--- config.mk ---
export PLATFORM = sky130hd
export DESIGN_NAME = minicpu_sequencer
export DESIGN_NICKNAME = d
export VERILOG_FILES = /design/src/rtl/minicpu_pkg.sv /design/src/rtl/seq_prog_mem.sv /design/src/rtl/minicpu_sequencer.sv
export SDC_FILE = /design/constraint.sdc
export NUM_CORES = 1
export LEC_CHECK = 0
export CAP_MARGIN = 20
export CORE_MARGIN = 2
export CORE_UTILIZATION = 40
export CTS_CLUSTER_SIZE = 40
export DETAILED_ROUTE_END_ITERATION = 6
export GPL_TIMING_DRIVEN = 1
export PLACE_DENSITY = 0.66
export SETUP_SLACK_MARGIN = 0.3
export SLEW_MARGIN = 10
export SYNTH_ARGS = -nofsm -noshare
export SYNTH_HDL_FRONTEND = slang
export SYNTH_SLANG_ARGS = --single-unit
--- constraint.sdc ---
create_clock -name clock -period 2.9 [get_ports clock]
set_clock_uncertainty 0.1 [all_clocks]
set_input_delay 0.87 -clock clock [delete_from_list [all_inputs] [get_ports clock]]
set_output_delay 0.87 -clock clock [all_outputs]
set_load 0.02 [all_outputs]
--- src/rtl/minicpu_pkg.sv ---
// Shared definitions for the MiniCPU instruction sequencer: opcodes, the idle
// NOP word and the sequencer state encoding.
package minicpu_pkg;

    localparam int INSTR_W = 12;

    localparam logic [3:0] OP_CLR  = 4'b0000;
    localparam logic [3:0] OP_LD1  = 4'b0001;
    localparam logic [3:0] OP_LD2  = 4'b0010;
    localparam logic [3:0] OP_MOV2 = 4'b0011;
    localparam logic [3:0] OP_ADD  = 4'b0100;
    localparam logic [3:0] OP_SHL  = 4'b0101;
    localparam logic [3:0] OP_SHR  = 4'b0110;
    localparam logic [3:0] OP_AND  = 4'b0111;
    localparam logic [3:0] OP_OR   = 4'b1000;
    localparam logic [3:0] OP_CMP  = 4'b1001;
    localparam logic [3:0] OP_NOP  = 4'b1010;
    localparam logic [3:0] OP_HALT = 4'b1111;

    // Driven whenever no program word is presented; OP_CLR would wipe the core.
    localparam logic [INSTR_W-1:0] NOP_WORD = {OP_NOP, 8'h00};

    typedef enum logic [1:0] {
        ST_IDLE = 2'd0,
        ST_RUN  = 2'd1,
        ST_DONE = 2'd2
    } state_t;

    function automatic logic is_halt(input logic [INSTR_W-1:0] word);
        return word[INSTR_W-1:INSTR_W-4] == OP_HALT;
    endfunction

endpackage

--- src/rtl/seq_prog_mem.sv ---
// Program store for the sequencer: DEPTH x 12-bit words, synchronous write,
// asynchronous read. Contents survive reset.
module seq_prog_mem
    import minicpu_pkg::*;
#(
    parameter int ADDR_W = 4,
    parameter int DEPTH  = 2 ** ADDR_W
) (
    input  logic               clock,
    input  logic               we_i,
    input  logic [ADDR_W-1:0]  waddr_i,
    input  logic [INSTR_W-1:0] wdata_i,
    input  logic [ADDR_W-1:0]  raddr_i,
    output logic [INSTR_W-1:0] rdata_o
);

    logic [INSTR_W-1:0] mem_q [DEPTH];

    always_ff @(posedge clock) begin
        if (we_i) begin
            mem_q[waddr_i] <= wdata_i;
        end
    end

    assign rdata_o = mem_q[raddr_i];

endmodule

--- src/rtl/minicpu_sequencer.sv ---
// Issues a loaded program to the MiniCPU, one word per HOLD_CYCLES clocks,
// with pause, HALT/end-of-memory termination and fully registered outputs.
module minicpu_sequencer
    import minicpu_pkg::*;
#(
    parameter int ADDR_W      = 4,
    parameter int DEPTH       = 2 ** ADDR_W,
    parameter int HOLD_CYCLES = 2
) (
    input  logic               clock,
    input  logic               reset,
    input  logic               prog_we,
    input  logic [ADDR_W-1:0]  prog_addr,
    input  logic [INSTR_W-1:0] prog_data,
    input  logic               start,
    input  logic               pause,
    output logic [INSTR_W-1:0] instr,
    output logic               instr_valid,
    output logic [ADDR_W-1:0]  pc,
    output logic               busy,
    output logic               done,
    output state_t             dbg_state_o
);

    localparam int CNT_W = (HOLD_CYCLES > 1) ? $clog2(HOLD_CYCLES) : 1;
    localparam logic [CNT_W-1:0]  CNT_LAST = CNT_W'(HOLD_CYCLES - 1);
    localparam logic [ADDR_W-1:0] PC_LAST  = ADDR_W'(DEPTH - 1);

    state_t             state_q, state_d;
    logic [INSTR_W-1:0] instr_q, instr_d;
    logic               valid_q, valid_d;
    logic [ADDR_W-1:0]  pc_q, pc_d;
    logic [CNT_W-1:0]   cnt_q, cnt_d;
    logic               busy_q, busy_d;
    logic               done_q, done_d;
    logic               halt_q, halt_d;

    logic               mem_we;
    logic [ADDR_W-1:0]  rd_addr;
    logic [INSTR_W-1:0] rd_word;
    logic               at_last_hold;

    assign at_last_hold = (cnt_q == CNT_LAST);
    assign mem_we       = prog_we && (state_q != ST_RUN);

    // Single read port: word 0 for a start, the successor on the last hold
    // clock (advance/HALT test), otherwise the current word for re-presentation.
    assign rd_addr = (state_q == ST_RUN)
                   ? (at_last_hold ? pc_q + ADDR_W'(1) : pc_q)
                   : '0;

    seq_prog_mem #(
        .ADDR_W (ADDR_W),
        .DEPTH  (DEPTH)
    ) u_mem (
        .clock   (clock),
        .we_i    (mem_we),
        .waddr_i (prog_addr),
        .wdata_i (prog_data),
        .raddr_i (rd_addr),
        .rdata_o (rd_word)
    );

    always_comb begin
        state_d = state_q;
        instr_d = instr_q;
        valid_d = valid_q;
        pc_d    = pc_q;
        cnt_d   = cnt_q;
        halt_d  = halt_q;

        case (state_q)
            ST_IDLE, ST_DONE: begin
                if (start && !prog_we) begin
                    state_d = ST_RUN;
                    pc_d    = '0;
                    cnt_d   = '0;
                    // A HALT at address 0 enters RUN silently and finishes next clock.
                    if (is_halt(rd_word)) begin
                        instr_d = NOP_WORD;
                        valid_d = 1'b0;
                        halt_d  = 1'b1;
                    end else begin
                        instr_d = rd_word;
                        valid_d = 1'b1;
                        halt_d  = 1'b0;
                    end
                end
            end
            ST_RUN: begin
                if (halt_q) begin
                    state_d = ST_DONE;
                    instr_d = NOP_WORD;
                    valid_d = 1'b0;
                    halt_d  = 1'b0;
                end else if (pause) begin
                    instr_d = NOP_WORD;
                    valid_d = 1'b0;
                end else if (at_last_hold) begin
                    if (pc_q == PC_LAST || is_halt(rd_word)) begin
                        state_d = ST_DONE;
                        instr_d = NOP_WORD;
                        valid_d = 1'b0;
                    end else begin
                        pc_d    = pc_q + ADDR_W'(1);
                        instr_d = rd_word;
                        valid_d = 1'b1;
                        cnt_d   = '0;
                    end
                end else begin
                    cnt_d   = cnt_q + 1'b1;
                    instr_d = rd_word;
                    valid_d = 1'b1;
                end
            end
            default: begin
                state_d = ST_IDLE;
                instr_d = NOP_WORD;
                valid_d = 1'b0;
            end
        endcase

        busy_d = (state_d == ST_RUN);
        done_d = (state_d == ST_DONE);
    end

    always_ff @(posedge clock) begin
        if (reset) begin
            state_q <= ST_IDLE;
            instr_q <= NOP_WORD;
            valid_q <= 1'b0;
            pc_q    <= '0;
            cnt_q   <= '0;
            busy_q  <= 1'b0;
            done_q  <= 1'b0;
            halt_q  <= 1'b0;
        end else begin
            state_q <= state_d;
            instr_q <= instr_d;
            valid_q <= valid_d;
            pc_q    <= pc_d;
            cnt_q   <= cnt_d;
            busy_q  <= busy_d;
            done_q  <= done_d;
            halt_q  <= halt_d;
        end
    end

    assign instr       = instr_q;
    assign instr_valid = valid_q;
    assign pc          = pc_q;
    assign busy        = busy_q;
    assign done        = done_q;
    assign dbg_state_o = state_q;

endmodule

# Word-level counts from Yosys, hierarchy flattened
# Memory sizes are Yosys's and may differ from the RTL's.
# Cells that the tools add are included.
classes:
  n_addsub: 2
  n_eq_ne: 12
  n_mux: 39
  n_reduce_logical: 10
op_table:
  columns: ["operator", "count"]
  rows:
  - ["2-to-1 mux 12 bit", 6]
  - ["2-to-1 mux 4 bit", 7]
  - ["case mux 12 bit (2 select lines)", 1]
  - ["2-to-1 mux 1 bit", 15]
  - ["2-to-1 mux 2 bit", 5]
  - ["!= test 2 bit (second input constant)", 5]
  - ["equality test 4 bit (second input constant)", 2]
  - ["case mux 4 bit (2 select lines)", 1]
  - ["case mux 1 bit (2 select lines)", 3]
  - ["AND reduction 6 bit", 1]
  - ["adder 4 x 1 -> 4 bit (second input constant)", 1]
  - ["equality test 2 x 1 -> 1 bit (second input constant)", 2]
  - ["equality test 2 bit (second input constant)", 2]
  - ["case mux 2 bit (2 select lines)", 1]
  - ["AND reduction 4 bit", 1]
  - ["logical AND 1 bit", 2]
  - ["zero test 2 bit", 1]
  - ["!= test 2 x 1 -> 1 bit (second input constant)", 1]
  - ["AND reduction 2 bit", 1]
  - ["nonzero test 2 bit", 1]
  - ["OR reduction 2 bit", 1]
  - ["adder 1 bit (second input constant)", 1]
  - ["zero test 1 bit", 1]
  - ["logical OR 1 bit", 1]
totals:
  regBits: 23
  mem_bits_rw: 192
  inputBits: 21
  n_memories: 1
memory_table:
  columns: ["memory", "depth", "width", "read_ports", "rd_clocked_by_memory_dff", "write_ports", "line", "rtl"]
  rows:
  - ["u_mem.mem_q", 16, 12, 1, 0, 1, "seq_prog_mem.sv:17", "logic [INSTR_W-1:0] mem_q [DEPTH];"]

# Logic depth before layout (Yosys ltp)
# An unclocked memory read counts as a cell.
depth:
  ltp_word: 12
  ltp_mapped: 12
  mapped_depth_nobuf: 9

# Hierarchy
# A second synthesis with hierarchy kept.
hier_totals:
  hier_cells: 446
  hier_area_um2: 8415.6
by_module_without_submodules:
  columns: ["module", "instances", "cells_per_inst", "area_each_um2"]
  rows:
  - ["seq_prog_mem", 1, 317, 7359.6]
  - ["minicpu_sequencer", 1, 129, 1056.0]

# Least setup slack after synthesis
# No wires, ideal clock.
synth_timing:
  kind: "input-to-reg"
  start: "input port prog_addr[1]"
  end: "memory u_mem.mem_q[0][0], enable pin"
  arrival_time_ns: 2.473
  required_ns: 2.404
  path_slack_ns: -0.069
  stages: 2
  path_buffers: 0
  path_cell_list: "or4b_2 nor3_1"
synth_rtl:
  columns: ["item", "line", "rtl"]
  rows:
  - ["from (decl)", "minicpu_sequencer.sv:13", "input logic [ADDR_W-1:0] prog_addr,"]
  - ["to (decl)", "seq_prog_mem.sv:17", null]
# No word-level cell before the write port.

# Worst setup path in the final report
layout_timing:
  start: "register pc_q[0], in the netlist pc[0]"
  end: "register valid_q, in the netlist instr_valid"
layout_via:
  elab_chain_len: 11
  elab_cells_between_ends: 14
layout_lines:
  columns: ["item", "line", "rtl"]
  rows:
  - ["from (decl)", "minicpu_sequencer.sv:32", "logic [ADDR_W-1:0] pc_q, pc_d;"]
  - ["from (signal assigned)", "minicpu_sequencer.sv:141", "pc_q <= pc_d;"]
  - ["adder 4 x 1 -> 4 bit", "minicpu_sequencer.sv:49", "? (at_last_hold ? pc_q + ADDR_W'(1) : pc_q)"]
  - ["2-to-1 mux 4 bit (2 in series)", "minicpu_sequencer.sv:49", null]
  - ["memory read (16 x 12 bit)", null, null]
  - ["equality test 4 bit", "minicpu_pkg.sv:30", "return word[INSTR_W-1:INSTR_W-4] == OP_HALT;"]
  - ["logical OR 1 bit", "minicpu_sequencer.sv:100", "if (pc_q == PC_LAST || is_halt(rd_word)) begin"]
  - ["2-to-1 mux 1 bit", "minicpu_sequencer.sv:100", null]
  - ["2-to-1 mux 1 bit", "minicpu_sequencer.sv:99", "end else if (at_last_hold) begin"]
  - ["2-to-1 mux 1 bit", "minicpu_sequencer.sv:96", "end else if (pause) begin"]
  - ["2-to-1 mux 1 bit", "minicpu_sequencer.sv:91", "if (halt_q) begin"]
  - ["case mux 1 bit (2 select lines) (*)", "minicpu_sequencer.sv:72", "case (state_q)"]
  - ["to (signal assigned)", "minicpu_sequencer.sv:140", "valid_q <= valid_d;"]
  - ["to (decl)", "minicpu_sequencer.sv:31", "logic valid_q, valid_d;"]
# Mark *: on every way between the ends. The rest lies on a longest branch, timed or not. The select of a mux whose other input is x is not followed.
# A chain may end at the register's enable or synchronous reset.

==> metrics.md <==
| Metric | Value |
|---|---|
| Result of the run | `finished, final reports clean` |
| RSZ-0062 raised after global routing | `true` |
| Arrival time at the worst endpoint | `roughly 2.9 ns` |
| Final nets | `just over 800` |
| Max Slew Vio Count | `0` |
| Clock tree root driver cell | `sky130_fd_sc_hd__clkbuf_16` |
| Via density per instance | `5.47` |
| Number of port buffers | `just over 40` |
| Site row count | `54` |
| Number of nets in the synthesized netlist | `around 710` |
| Pin count of the biggest net entering global routing | `49` |
| Global-route wire length before repair | `around 33 mm` |
| I/O pins | `42` |
| Number of register bits inferred by synthesis | `215` |
| Areal power density over the cells | `roughly 600 nW/um^2` |
| Worst Slack Setup Final | `between 0.2 and 0.25 ns` |
| Top library cells by usage in the layout, fill and taps aside | `sky130_fd_sc_hd__edfxtp_1 (192), sky130_fd_sc_hd__nand2_1 (163), sky130_fd_sc_hd__nand3_1 (69)` |
| Number of buffers added by the clock tree synthesis step | `23` |
| Hold path start | `instr[8]` |
| Startpoint class of the critical path | `flip-flop` |
| Number of fill cells | `1,835` |
| Overflow left after global routing | `0` |
| Crit end category | `flip-flop` |
| Depth of the CTS H-tree | `1` |
| Iteration-0 DRC count of the detailed router | `415` |
| Post-synthesis instance area | `just under 9000 sq um` |
| Routed wire length | `21.4 mm` |
| Buffer levels on the longest clock path | `3` |
| Max-cap violations | `0` |
| Cell area after placement | `between 9000 and 10,000 sq um` |
| Tcrit/Tclk final | `0.915` |
| Post-synthesis area per instance | `about 13 sq um` |
| Die Y-Extent | `153 microns` |
| Area Overhead vs Synth | `25.9%` |
| Total iterations of the first detailed-routing run | `7` |
| Total count of hold-check failures in the final report | `0` |
| Static leakage power | `around 3.9 nW` |
| Placed insts | `about 1,000` |
| DP HPWL | `13.3 mm` |
| Most instantiated flip-flop cell in the synthesis netlist | `sky130_fd_sc_hd__edfxtp_1` |
| Post-route cell area | `11,100 sq um` |
| Setup Slack @ Placement | `-0.0954 ns` |
| Max IR drop VDD | `0.298 mV` |
| Number of global-route vias before repair | `about 5,900` |
| Floorplan core area | `roughly 22,000 sq um` |
| Clk sink count | `around 220` |
| Quantity of hold-fixing buffers added after cts | `0` |
| RePlAce Congestion | `between 0.8 and 0.9` |
| Class of the worst hold path | `flip-flop to flip-flop` |
| Worst setup path start | `pc[0]` |
| Category of the critical setup timing path | `flip-flop to flip-flop` |
| Slew at the pin closest to its max-slew limit | `slightly below 0.7 ns` |
| Initial core utilization | `0.407` |
| Total number of yosys warnings | `0` |
| Via count | `between 5,000 and 6,000` |
| Post-synth EDFFs | `about 190` |
| Number of remaining DRC errors | `0` |
| TritonCTS clock tree | `yes` |
| R2R Path Start | `pc[0]` |
| Most common cell after layout, fill and taps aside | `sky130_fd_sc_hd__edfxtp_1` |
| Antenna violations before repair | `0` |
| Clk_lat worst skew | `0.51 ns` |
| Post-synth ARST share | `0` |
| CP required | `3.19 ns` |
| Worst rel slew slack | `0.536` |
| Highest attainable clock frequency | `approximately 380 MHz` |
| Clock transition time at the flip-flop clock pins of the worst setup and hold paths | `~0.06 ns` |
| CP max FO | `21` |
| Die X-Extent | `153 microns` |
| Overall routing resource usage | `0.183` |
| Power Total | `about 6.8 mW` |
| Antenna Violating Nets Remaining | `0` |
| Wirelength per Cell | `just under 20 microns` |
| Final worst path period need | `~2.7 ns` |
| Synthesized instance count | `686` |
| Antenna diode instance count | `0` |
| Distinct cells, synth | `57` |
| Fraction of final layout cells sized beyond drive strength 1 | `0.201` |
| Final Instance Count excl. Fillers | `1,081` |
| Total Die Area | `23,300 sq um` |
| Share of the yosys chip area belonging to registers | `0.704` |
| Final setup violating endpoints | `0` |
cell usage after synthesis, types with 3 or more instances:
library cell	n	area (sq um)
sky130_fd_sc_hd__a2111o_1	8	90.1
sky130_fd_sc_hd__buf_2	4	20.0
sky130_fd_sc_hd__clkbuf_1	26	97.6
sky130_fd_sc_hd__nand4_1	8	50.1
sky130_fd_sc_hd__dfxtp_1	23	460
sky130_fd_sc_hd__nand3_1	71	355
sky130_fd_sc_hd__o311ai_0	8	70.1
sky130_fd_sc_hd__a211oi_1	10	75.1
sky130_fd_sc_hd__edfxtp_1	192	5770
sky130_fd_sc_hd__and3_1	29	181
sky130_fd_sc_hd__o21ai_1	10	50.1
sky130_fd_sc_hd__nor3_1	7	35.0
sky130_fd_sc_hd__o21ai_0	6	30.0
sky130_fd_sc_hd__o211ai_1	8	60.1
sky130_fd_sc_hd__a21oi_1	4	20.0
sky130_fd_sc_hd__a311oi_1	8	70.1
sky130_fd_sc_hd__nor2_1	19	71.3
sky130_fd_sc_hd__a22o_1	3	26.3
sky130_fd_sc_hd__buf_4	3	22.5
sky130_fd_sc_hd__nand2_1	166	623
sky130_fd_sc_hd__nand2b_1	7	43.8
sky130_fd_sc_hd__mux2_2	3	33.8
sky130_fd_sc_hd__mux2i_1	12	120
sky130_fd_sc_hd__buf_1	7	26.3
routing by layer:
layer	routed length, microns	global-route usage
met5	0	0
met4	512	0.0494
met3	1320	0.0304
met2	10400	0.304
met1	9160	0.250
repair_timing:
| action | 4_1_cts | 5_1_grt |
|---|---|---|
| cloned | 4 | 0 |
| endpoints found under the setup margin | 22 | 23 |
| buffers inserted | 15 | 1 |
| pin swaps | 18 | 10 |
| resized for setup | 46 | 12 |
flip-flops by register name, summed over array words and instances (netlist names):
| signal | count |
|---|---|
| u_mem.mem_q | 192 |
| instr | 12 |
| pc | 4 |
| dbg_state_o | 2 |
| at_last_hold | 1 |
| busy | 1 |
| done | 1 |
| halt_q | 1 |
| instr_valid | 1 |
metrics by stage:
step / hold slack (ns) / setup TNS [ns] / util
4_1_cts: 0.349 / 0 / 0.510
5_1_grt: 0.374 / 0 / 0.512
6_report: 0.345 / 0 / 0.512
2_1_floorplan: 0.408 / 0 / -
3_5_place_dp: 0.341 / -3.12 / 0.456
3_3_place_gp: 0.336 / -2.33 / 0.456
cells by family after synthesis:
family,count (synthesis),synth area share
simple gates,325,0.173
flops,215,0.704
compound gates,81,0.0723
fa+ha+maj,1,0.00141
xor+xnor,4,0.00566
buf+inv,43,0.0219
mux,17,0.0225
cell type report:
cell class | instances | area, sq um | area share
flip-flops and latches | 215 | 6240 | 0.560
multi-input cells | 429 | 2660 | 0.238
repair buffers | 116 | 1110 | 0.0993
clock buffers | 27 | 591 | 0.0530
well taps | 280 | 350 | 0.0315
clock inverters | 14 | 195 | 0.0175
critical path: stages (launching register included):
cell and delay [ns]:
sky130_fd_sc_hd__dfxtp_4 0.36, sky130_fd_sc_hd__ha_4 0.24, sky130_fd_sc_hd__mux2_4 0.29, sky130_fd_sc_hd__nand2_8 0.18, sky130_fd_sc_hd__a211oi_1 0.08, sky130_fd_sc_hd__a2111o_2 0.49
sky130_fd_sc_hd__nand4_4 0.14, sky130_fd_sc_hd__nand4_2 0.17, sky130_fd_sc_hd__a21oi_2 0.24, sky130_fd_sc_hd__buf_4 0.18, sky130_fd_sc_hd__o31ai_1 0.06
report_power, final:
group          switching, mW  internal (mW)
Sequential            0.0170           3.42
Combinational          0.194          0.129
Clock                   1.14           1.90
worst paths after layout:
check	to	slack (ns)	cells after the start
worst min register to register	instr[8]	0.35	2
worst min-delay path	instr[8]	0.35	2
worst max register to register	instr_valid	0.25	10
worst max-delay path	instr_valid	0.25	10
No activity file was read; power rests on OpenSTA's default activity.
